--- config.mk ---
export PLATFORM = sky130hd
export DESIGN_NAME = if_id_queue
export DESIGN_NICKNAME = d
export VERILOG_FILES = /design/src/rtl/lc3b_types.sv /design/src/rtl/ifid_predecode.sv /design/src/rtl/if_id_queue.sv
export SDC_FILE = /design/constraint.sdc
export NUM_CORES = 1
export LEC_CHECK = 0
export CORE_ASPECT_RATIO = 1.1
export CORE_MARGIN = 5
export CORE_UTILIZATION = 51
export CTS_CLUSTER_DIAMETER = 60
export DETAILED_ROUTE_END_ITERATION = 10
export PLACE_DENSITY = 0.89
export SKIP_CTS_REPAIR_TIMING = 1
export SLEW_MARGIN = 10
export SYNTH_ARGS = -nofsm -noshare
export SYNTH_HDL_FRONTEND = slang
export SYNTH_SLANG_ARGS = --single-unit
--- constraint.sdc ---
create_clock -name clk -period 6 [get_ports clk]
set_clock_uncertainty 0.15 [all_clocks]
set_input_delay 0.6 -clock clk [delete_from_list [all_inputs] [get_ports clk]]
set_output_delay 0.6 -clock clk [all_outputs]
set_load 0.01 [all_outputs]
--- src/rtl/lc3b_types.sv ---
// Shared LC-3b types: machine word, opcode encodings and the IF/ID queue entry.
package lc3b_types;

  typedef logic [15:0] lc3b_word;

  typedef enum logic [3:0] {
    op_br   = 4'b0000,
    op_add  = 4'b0001,
    op_ldb  = 4'b0010,
    op_stb  = 4'b0011,
    op_jsr  = 4'b0100,
    op_and  = 4'b0101,
    op_ldr  = 4'b0110,
    op_str  = 4'b0111,
    op_rti  = 4'b1000,
    op_not  = 4'b1001,
    op_ldi  = 4'b1010,
    op_sti  = 4'b1011,
    op_jmp  = 4'b1100,
    op_shf  = 4'b1101,
    op_lea  = 4'b1110,
    op_trap = 4'b1111
  } lc3b_opcode;

  typedef struct packed {
    lc3b_word pc;
    lc3b_word ir;
    logic     is_ctl;
  } lc3b_ifid_entry;

  localparam lc3b_word LC3B_NOP = 16'h0000;

  function automatic lc3b_opcode opcode_of(input lc3b_word instr);
    return lc3b_opcode'(instr[15:12]);
  endfunction

endpackage

--- src/rtl/ifid_predecode.sv ---
// Combinational control-flow classifier; a BR only redirects when some nzp bit is set.
module ifid_predecode
  import lc3b_types::*;
(
  input  lc3b_opcode  opcode_i,
  input  logic [2:0]  nzp_i,
  output logic        is_ctl_o
);

  always_comb begin
    is_ctl_o = 1'b0;
    case (opcode_i)
      op_br:                    is_ctl_o = |nzp_i;
      op_jsr, op_jmp, op_trap:  is_ctl_o = 1'b1;
      default:                  is_ctl_o = 1'b0;
    endcase
  end

endmodule

--- src/rtl/if_id_queue.sv ---
// IF/ID decoupling FIFO of {pc, ir} pairs with flush; head presented combinationally.
// Define IFID_PREDECODE_EN to store a per-entry control-flow bit and drive id_is_ctl.
module if_id_queue
  import lc3b_types::*;
#(
  parameter int       DEPTH        = 2,
  parameter lc3b_word BUBBLE_INSTR = LC3B_NOP
) (
  input  logic                     clk,
  input  logic                     reset,
  input  logic                     fetch_valid,
  input  logic [15:0]              fetch_pc,
  input  logic [15:0]              fetch_instr,
  input  logic                     flush,
  input  logic                     id_ready,
  output logic                     flow_IFID,
  output logic                     id_valid,
  output logic [15:0]              id_pc,
  output logic [15:0]              id_ir,
  output logic [$clog2(DEPTH):0]   id_count,
  output logic                     id_is_ctl
);

  localparam int PW = $clog2(DEPTH);
  localparam int CW = PW + 1;

  logic [PW-1:0] rd_ptr_q, rd_ptr_d;
  logic [PW-1:0] wr_ptr_q, wr_ptr_d;
  logic [CW-1:0] count_q, count_d;

  lc3b_word pc_q [DEPTH];
  lc3b_word ir_q [DEPTH];

  logic push, pop;
  lc3b_ifid_entry head;

  assign flow_IFID = (count_q != CW'(DEPTH));
  assign id_valid  = (count_q != '0);
  assign push      = fetch_valid && flow_IFID && !flush;
  assign pop       = id_valid && id_ready && !flush;

  always_comb begin
    rd_ptr_d = rd_ptr_q;
    wr_ptr_d = wr_ptr_q;
    count_d  = count_q;
    if (flush) begin
      rd_ptr_d = '0;
      wr_ptr_d = '0;
      count_d  = '0;
    end else begin
      if (push) wr_ptr_d = wr_ptr_q + PW'(1);
      if (pop)  rd_ptr_d = rd_ptr_q + PW'(1);
      case ({push, pop})
        2'b10:   count_d = count_q + CW'(1);
        2'b01:   count_d = count_q - CW'(1);
        default: count_d = count_q;
      endcase
    end
  end

  always_ff @(posedge clk or posedge reset) begin
    if (reset) begin
      rd_ptr_q <= '0;
      wr_ptr_q <= '0;
      count_q  <= '0;
    end else begin
      rd_ptr_q <= rd_ptr_d;
      wr_ptr_q <= wr_ptr_d;
      count_q  <= count_d;
    end
  end

  // Storage is intentionally never cleared; only pushes write it, so X on idle fetch buses stays out.
  always_ff @(posedge clk) begin
    if (push) begin
      pc_q[wr_ptr_q] <= fetch_pc;
      ir_q[wr_ptr_q] <= fetch_instr;
    end
  end

`ifdef IFID_PREDECODE_EN
  logic ctl_q [DEPTH];
  logic push_is_ctl;

  ifid_predecode u_predecode (
    .opcode_i (opcode_of(fetch_instr)),
    .nzp_i    (fetch_instr[11:9]),
    .is_ctl_o (push_is_ctl)
  );

  always_ff @(posedge clk) begin
    if (push) ctl_q[wr_ptr_q] <= push_is_ctl;
  end

  assign head.is_ctl = ctl_q[rd_ptr_q];
`else
  assign head.is_ctl = 1'b0;
`endif

  assign head.pc = pc_q[rd_ptr_q];
  assign head.ir = ir_q[rd_ptr_q];

  assign id_pc     = id_valid ? head.pc : '0;
  assign id_ir     = id_valid ? head.ir : BUBBLE_INSTR;
  assign id_is_ctl = id_valid && head.is_ctl;
  assign id_count  = count_q;

endmodule

==> impl_metrics.toml, run 1 <==
[drt]
drtIter0Drc = 54
drt-total-wl_mm = 4.95
vias_per_cell = 5.17
drt_pass1_iterations = 4
via_count = 1583
avgRoutedWirePerCell_um = 16.2
drcViolationCount = 0
postRouteAntennaNets = 0

[floorplan]
coreArea_um2 = 5030
rows = 27
start_util_pct = 52.8
die-area_um2 = 6750
fp.dieH_um = 85.7
io_pins = 74
fp.dieW_um = 78.8

[global_routing]
grt_pass1_vias = 1620
grt_use_met3_pct = 3.15
grt_max_degree = 34
antenna_found_initial = 0
grt_pass1_wl_mm = 7.76
use_met2_pct = 27.8
grtUsageTotal_pct = 15.6
grtUsageMet1_pct = 16.7
busiest_layer = "met2"
globalRouteOverflowTotal = 0

[power]
p_sw_share_pct = 21.7
peakVddDrop_v = 0.000234
power.static_leakage_nw = 1.23
clkPwrFrac_pct = 36.7
internal_power_mw = 0.846
powerDensity_nw_per_um2 = 296
seq_power_share_pct = 51.4
p_comb_share_pct = 12.0
power.switching_mw = 0.234

[worst_setup_path]
critPathCaptureType = "primary output"
critPathMaxStageDelay_ns = 0.59
required_ns = 5.25
arrival_ns = 2.32
path_cells = "nor2_2 > buf_4 > nor2_1 > clkdlybuf4s50_1"
crit_buf_inv = 2
crit_path_max_fanout = 17
critical_path_class = "reg -> out"
ff2ff_path_depth = 5
cp_slowest_cell = "nor2_2"
critPathTopFamily = "buffers and inverters"
path_depth = 4
start_kind = "register"

[clock_network]
clockRootBuffer = "clkbuf_8"
cts_tree = "built"
cts_made_buffers = 9
cts_sinks = 68
cts-htree-levels = 3
cts.path.max_buffers = 2
clkSlewWorstSetupHoldPaths_ns = 0.07
clk_latency_ns = 0.33

[layout]
syn2layout_area_growth_pct = 37.4
drive_above_1_share_pct = 9.68
fillers = 348
stdcell_count = 306
final_cell_mix = "72 x clkdlybuf4s50_1, 64 x edfxtp_1, 33 x nor2_1, 33 x mux2i_1, 9 x clkbuf_8"
layout_commonest_cell = "clkdlybuf4s50_1"
nNetsFinal = 280
diodes = 0

[logic_synthesis]
netlist_instances = 165
synthTopCellsByArea = "edfxtp_1 72%, mux2i_1 12%, nor2_1 4.8%"
synth_nets = 202
ys_seq_area_share_pct = 76.1
ys_types = 22
syn_area_per_cell_um2 = 16.1
synth_top_area_share_pct = 72.4
yosysTopAreaCell = "edfxtp_1"
synth_seq_cells = 68
syn_area_um2 = 2660
yosysWarningCount = 0

[min_path]
min_path_type = "in -> async"

[place]
place.gp.congestion = 0.818
dp.cells = 290
place_hpwl_mm = 3.36
portBuffers = 72

[timing]
maxSlewViolCount = 0
worstMarginPinSlew_ns = 1.07
hold_viol_final = 0
rsz0062_at_grt = "false"
fin_crit_sh_pct = 51.1
finalCriticalPeriod_ns = 3.07
setup_viol = 0
fmax_ghz = 0.326
fin_setup_tns_ns = 0
slew-limit-headroom_pct = 28.2

[run_status]
outcome = "complete, no violations"

[job]
cap_violations = 0
[cell families after synthesis]
kind of cell / after synthesis / share of synthesized area (%)
simple gates: 42 / 6.69
buf+inv: 12 / 2.45
xor+xnor: 1 / 0.330
other cells: 1 / 0.141
mux: 33 / 12.4
flops: 68 / 76.1
compound gates: 8 / 1.84
[final cells by class]
type                    instances  area (um^2)  area share, %
repair buffers                 75          743           20.4
multi-input cells              85          582           15.9
clock buffers                   9          124           3.39
clock inverters                 7         91.3           2.50
well taps                      58         72.6           1.99
flip-flops and latches         68         2020           55.4
inverters                       4         15.0          0.411
[per-stage QoR]
step	utilization [%]	hold slack, ns	instance area, um^2	setup WS [ns]	total power [mW]
4_1_cts	72.5	0.287	3650	2.90	1.09
6_report	72.5	0.305	3650	2.93	1.08
5_1_grt	72.5	0.306	3650	2.79	1.12
2_1_floorplan	-	0.216	2660	2.21	0.619
3_3_place_gp	68.3	0.422	3440	2.98	0.691
3_5_place_dp	68.3	0.481	3440	2.84	0.696
[cells in the mapped netlist]
cell type,instances
a21oi_2,1
inv_1,3
a21o_1,1
inv_2,1
dfrtp_1,4
or3_1,1
nand3b_1,1
o21ai_0,2
mux2i_1,33
nor3_1,1
nor3b_1,2
conb_1,1
nand2_1,1
edfxtp_1,64
buf_2,4
nor2_1,34
o211ai_1,1
nor2b_1,1
a21oi_1,3
xor2_1,1
or2_2,1
buf_4,4
[sequential cells by signal, indices dropped and copies added, names as in the netlist]
name	count
pc_q	32
ir_q	32
id_count	2
wr_ptr_q	1
rd_ptr_q	1
[power groups by stage]
stage	registers [mW]	logic (mW)	clock network [mW]
finish	0.554	0.129	0.396
CTS	0.555	0.131	0.405
global placement	0.564	0.127	0
global route	0.557	0.139	0.429
detailed placement	0.565	0.130	0
floorplan	0.555	0.0646	0
[routing by layer]
layer	wire length, um	part of all wire [%]
met3	258	5.2
met5	0	0
met1	1850	37
met2	2690	54
met4	155	3.1
[final timing paths]
path | start | endpoint | slack (ns)
worst max-delay path | id_count[0]$_DFFE_PP0P_ | id_pc[14] | 2.93
worst min-delay path | reset | wr_ptr_q$_DFFE_PP0P_ | 0.31
worst max register to register | id_count[1]$_DFFE_PP0P_ | pc_q[1][5]$_DFFE_PP_ | 3.40
worst min register to register | wr_ptr_q$_DFFE_PP0P_ | wr_ptr_q$_DFFE_PP0P_ | 0.50
max in group asynchronous | reset | rd_ptr_q$_DFFE_PP0P_ | 5.24
min in group clk | wr_ptr_q$_DFFE_PP0P_ | wr_ptr_q$_DFFE_PP0P_ | 0.50
(Power assumes the default switching activity.)
==> inputs of run 2 (changes only) <==
--- a/config.mk
+++ b/config.mk
@@ -7,10 +7,10 @@
 export LEC_CHECK = 0
 export CORE_ASPECT_RATIO = 1.1
 export CORE_MARGIN = 5
-export CORE_UTILIZATION = 51
+export CORE_UTILIZATION = 47
 export CTS_CLUSTER_DIAMETER = 60
 export DETAILED_ROUTE_END_ITERATION = 10
-export PLACE_DENSITY = 0.89
+export PLACE_DENSITY = 0.84
 export SKIP_CTS_REPAIR_TIMING = 1
 export SLEW_MARGIN = 10
 export SYNTH_ARGS = -nofsm -noshare
==> constraint.sdc (replaced) <==
create_clock -name clk -period 2.88 [get_ports clk]
set_clock_uncertainty 0.15 [all_clocks]
set_input_delay 0.288 -clock clk [delete_from_list [all_inputs] [get_ports clk]]
set_output_delay 0.288 -clock clk [all_outputs]
set_load 0.01 [all_outputs]
==> impl_metrics.toml, run 2 (synthesis results as in run 1) <==
[run_status]
outcome = "complete, no violations"

[clock_network]
cts_sinks = 68
cts_tree = "built"
clkSlewWorstSetupHoldPaths_ns = 0.07
clk_latency_ns = 0.32
cts.path.max_buffers = 2
clockRootBuffer = "clkbuf_8"
cts-htree-levels = 3
cts_made_buffers = 9

[floorplan]
fp.dieW_um = 81.7
coreArea_um2 = 5430
die-area_um2 = 7260
io_pins = 74
fp.dieH_um = 88.8
rows = 28
start_util_pct = 48.9

[timing]
fin_ws_ns = 0.551
maxSlewViolCount = 0
fin_crit_sh_pct = 80.9
fmax_ghz = 0.429
finalCriticalPeriod_ns = 2.33
hold_viol_final = 0
rsz0062_at_grt = "false"
setup_viol = 0
fin_setup_tns_ns = 0

[place]
post_dp_cell_area_um2 = 3480
place.gp.congestion = 0.745
place_hpwl_mm = 3.41
preCtsSetupSlack_ns = 0.736
portBuffers = 72

[worst_setup_path]
required_ns = 2.44
ff2ff_path_depth = 5
critPathCaptureType = "primary output"
critical_path_class = "reg -> out"
crit_path_max_fanout = 14
r2r_slack_ns = 0.90
crit-reg2reg-launch = "id_count[1]$_DFFE_PP0P_"
arrival_ns = 1.89
start_kind = "register"
crit_path_end = "id_pc[7]"
startpoint = "rd_ptr_q$_DFFE_PP0P_"
worstReg2RegEnd = "pc_q[1][5]$_DFFE_PP_"

[drt]
postRouteAntennaNets = 0
vias_per_cell = 4.84
drcViolationCount = 0
drt-total-wl_mm = 4.98
drtIter0Drc = 63
avgRoutedWirePerCell_um = 15.4
drt_pass1_iterations = 4
via_count = 1568

[global_routing]
grt_max_degree = 34
grt_pass1_vias = 1622
antenna_found_initial = 0
grt_pass1_wl_mm = 7.71
globalRouteOverflowTotal = 0
use_met2_pct = 26.7
grtUsageMet1_pct = 15.8
busiest_layer = "met2"
grt_use_met3_pct = 3.97
grtUsageTotal_pct = 14.9

[layout]
final_cell_mix = "72 x clkdlybuf4s50_1, 64 x edfxtp_1, 33 x nor2_1, 33 x mux2i_1, 9 x clkbuf_8"
syn2layout_area_growth_pct = 37.0
drive_above_1_share_pct = 9.24
final_cell_area_um2 = 3640
diodes = 0
layout_commonest_cell = "clkdlybuf4s50_1"
nNetsFinal = 283

[job]
cap_violations = 0

[power]
peakVddDrop_v = 0.000401
powerDensity_nw_per_um2 = 557
power.static_leakage_nw = 1.22

[min_path]
min_path_type = "in -> reg"
==> run 2: final cells by class <==
class	instances	area, um^2
Sequential cell	68	2020
Fill cell	403	1790
Timing Repair Buffer	78	768
Multi-Input combinational cell	85	594
Clock buffer	9	124
Tap cell	75	93.8
Clock inverter	5	21.3
Inverter	4	15.0
==> run 2: worst max-delay path: stages (launching register included) <==
cell and delay (ns):
dfrtp_2 0.47, buf_4 0.30, mux2i_1 0.25, nor2_1 0.05
clkdlybuf4s50_1 0.48
==> run 2: how the worst min path moves through the flow <==
stage                                   end  depth (start not counted)  slack (ns)    startpoint
detailed placement  id_count[0]$_DFFE_PP0P_                          2        0.35         reset
global route          pc_q[0][14]$_DFFE_PP_                          1        0.37  fetch_pc[14]
CTS                 id_count[0]$_DFFE_PP0P_                          2       -0.01         reset
global placement    id_count[0]$_DFFE_PP0P_                          2        0.34         reset
floorplan           id_count[0]$_DFFE_PP0P_                          1        -0.1         reset
finish                pc_q[1][10]$_DFFE_PP_                          1        0.39  fetch_pc[10]
==> run 2: layer usage <==
| metal | share of wire (%) | wire length [um] | up-vias |
|---|---|---|---|
| met5 | 0 | 0 | - |
| met4 | 2.1 | 106 | 0 |
| met3 | 5.2 | 260 | 10 |
| met2 | 54 | 2680 | 49 |
| met1 | 39 | 1930 | 749 |
| li1 | - | - | 760 |
==> run 2: metrics by stage <==
step	util [%]	cells	power, mW	hold WS [ns]
finish	67.0	324	2.03	0.391
global route	67.0	324	2.11	0.372
floorplan	-	165	1.29	-0.0959
CTS	66.8	323	2.05	-0.0131
detailed placement	64.2	309	1.45	0.347
global placement	64.2	309	1.44	0.341
==> run 2: where the power goes <==
part	internal, mW	total, mW	switching (mW)
clock	0.290	0.596	0.306
sequential	1.12	1.14	0.0165
combinational	0.160	0.290	0.130
total	1.57	2.03	0.453
==> inputs of run 3 (changes only) <==
--- a/config.mk
+++ b/config.mk
@@ -7,10 +7,10 @@
 export LEC_CHECK = 0
 export CORE_ASPECT_RATIO = 1.1
 export CORE_MARGIN = 5
-export CORE_UTILIZATION = 47
+export CORE_UTILIZATION = 43
 export CTS_CLUSTER_DIAMETER = 60
 export DETAILED_ROUTE_END_ITERATION = 10
-export PLACE_DENSITY = 0.84
+export PLACE_DENSITY = 0.81
 export SKIP_CTS_REPAIR_TIMING = 1
 export SLEW_MARGIN = 10
 export SYNTH_ARGS = -nofsm -noshare
==> constraint.sdc (replaced) <==
create_clock -name clk -period 1.9 [get_ports clk]
set_clock_uncertainty 0.15 [all_clocks]
set_input_delay 0.19 -clock clk [delete_from_list [all_inputs] [get_ports clk]]
set_output_delay 0.19 -clock clk [all_outputs]
set_load 0.01 [all_outputs]
==> impl_metrics.toml, run 3 (synthesis results as in run 1) <==
[job]
cap_violations = 0

[floorplan]
io_pins = 74
rows = 30
coreArea_um2 = 6080
start_util_pct = 43.7
fp.dieW_um = 84.9
fp.dieH_um = 92.4
die-area_um2 = 7850

[timing]
setup_viol = 0
fin_setup_tns_ns = 0
fmax_ghz = 0.560
fin_hold_ws_ns = 0.290
hold_viol_final = 0
finalCriticalPeriod_ns = 1.78
fin_crit_sh_pct = 93.9
rsz0062_at_grt = "false"
maxSlewViolCount = 0

[worst_setup_path]
critical_path_class = "reg -> reg"
crit_top_cell = "buf_4"
path_cells = "buf_4 > nor2b_4 > inv_2 > nand2_4 > nor3b_4 > buf_4"
crit_path_max_fanout = 10
crit_buf_inv = 3
r2r_slack_ns = 0.12
critPathCaptureType = "register"
critPathMaxStageDelay_ns = 0.45
arrival_ns = 1.67
worstReg2RegEnd = "pc_q[1][9]$_DFFE_PP_"
ff2ff_path_depth = 6
critPathTopFamily = "buffers and inverters"
crit_path_end = "pc_q[1][9]$_DFFE_PP_"
crit-reg2reg-launch = "id_count[1]$_DFFE_PP0P_"
cp_slowest_cell = "dfrtp_2"
required_ns = 1.78
startpoint = "id_count[1]$_DFFE_PP0P_"
start_kind = "register"
path_depth = 6

[global_routing]
grtUsageTotal_pct = 13.2
globalRouteOverflowTotal = 0
antenna_found_initial = 0
grt_pass1_wl_mm = 7.86
grt_pass1_vias = 1636
grt_max_degree = 23

[clock_network]
cts_sinks = 68
cts.path.max_buffers = 2
cts-htree-levels = 3
clk_latency_ns = 0.32
clockRootBuffer = "clkbuf_8"
cts_tree = "built"
cts_made_buffers = 9
clkSlewWorstSetupHoldPaths_ns = 0.07

[drt]
drt-total-wl_mm = 5.34
vias_per_cell = 4.83
drt_pass1_iterations = 4
drtIter0Drc = 40
postRouteAntennaNets = 0
via_count = 1646
avgRoutedWirePerCell_um = 15.7
drcViolationCount = 0

[place]
place_hpwl_mm = 3.60
place.gp.congestion = 0.685
portBuffers = 72

[run_status]
outcome = "complete, no violations"

[layout]
nNetsFinal = 293
syn2layout_area_growth_pct = 48.4
diodes = 0
final_cell_mix = "64 x edfxtp_1, 38 x clkdlybuf4s50_1, 34 x dlymetal6s2s_1, 33 x nor2_1, 33 x mux2i_1"
fin_util_pct = 64.8
layout_commonest_cell = "edfxtp_1"
drive_above_1_share_pct = 15.3

[power]
power.static_leakage_nw = 1.83
powerDensity_nw_per_um2 = 845
peakVddDrop_v = 0.000828

[min_path]
min_path_type = "in -> reg"
## run 3: cell types whose count changed in the layout (fill, tap and decap cells not counted), moves of 2 or more
cell,delta
buf_12,+4
buf_4,+2
buf_6,+3
clkdlybuf4s50_1,-34
clkinv_1,-2
clkinvlp_4,+2
dlymetal6s2s_1,+34
## run 3: routing by layer
layer,vias to the layer above,GRT usage [%],share of wire [%]
li1,780,-,-
met1,806,14.1,38
met2,51,23.8,55
met3,9,4.54,5.4
met4,0,5.15,1.2
met5,-,0,0
## run 3: worst min path at each step
stage,from,end,slack [ns],depth (start not counted)
2_1_floorplan,reset,id_count[0]$_DFFE_PP0P_,-0.19,1
3_3_place_gp,reset,id_count[0]$_DFFE_PP0P_,0.25,2
3_5_place_dp,reset,id_count[0]$_DFFE_PP0P_,0.25,2
4_1_cts,reset,wr_ptr_q$_DFFE_PP0P_,-0.11,2
5_1_grt,fetch_pc[10],pc_q[0][10]$_DFFE_PP_,0.27,1
6_report,fetch_instr[12],ir_q[0][12]$_DFFE_PP_,0.29,1
## run 3: worst register-to-register path: stages (launching register included)
cell,delay [ns]
dfrtp_2,0.45
buf_4,0.15
nor2b_4,0.12
inv_2,0.08
nand2_4,0.07
nor3b_4,0.25
buf_4,0.23
## run 3: final cells by class
type                            count  area (um^2)
Tap cell                           80          100
Sequential cell                    68         2020
Multi-Input combinational cell     85          614
Clock inverter                      7         67.6
Clock buffer                        9          124
Inverter                            4         15.0
Timing Repair Buffer               88          997
Fill cell                         446         2140
## run 3: report_power, final
part / total [mW] / switching [mW] / internal, mW
combinational: 0.487 / 0.218 / 0.268
clock: 1.12 / 0.526 / 0.598
sequential: 1.72 / 0.0193 / 1.70
total: 3.33 / 0.763 / 2.57
## run 3: metrics by stage
stage,std cells,power (mW),setup slack [ns],instance area [um^2]
finish,341,3.33,0.115,3940
global route,341,3.48,0.0439,3940
CTS,336,3.36,-0.355,3790
detailed placement,320,2.24,0.0722,3600
global placement,320,2.23,0.110,3600
floorplan,165,1.96,-0.319,2700
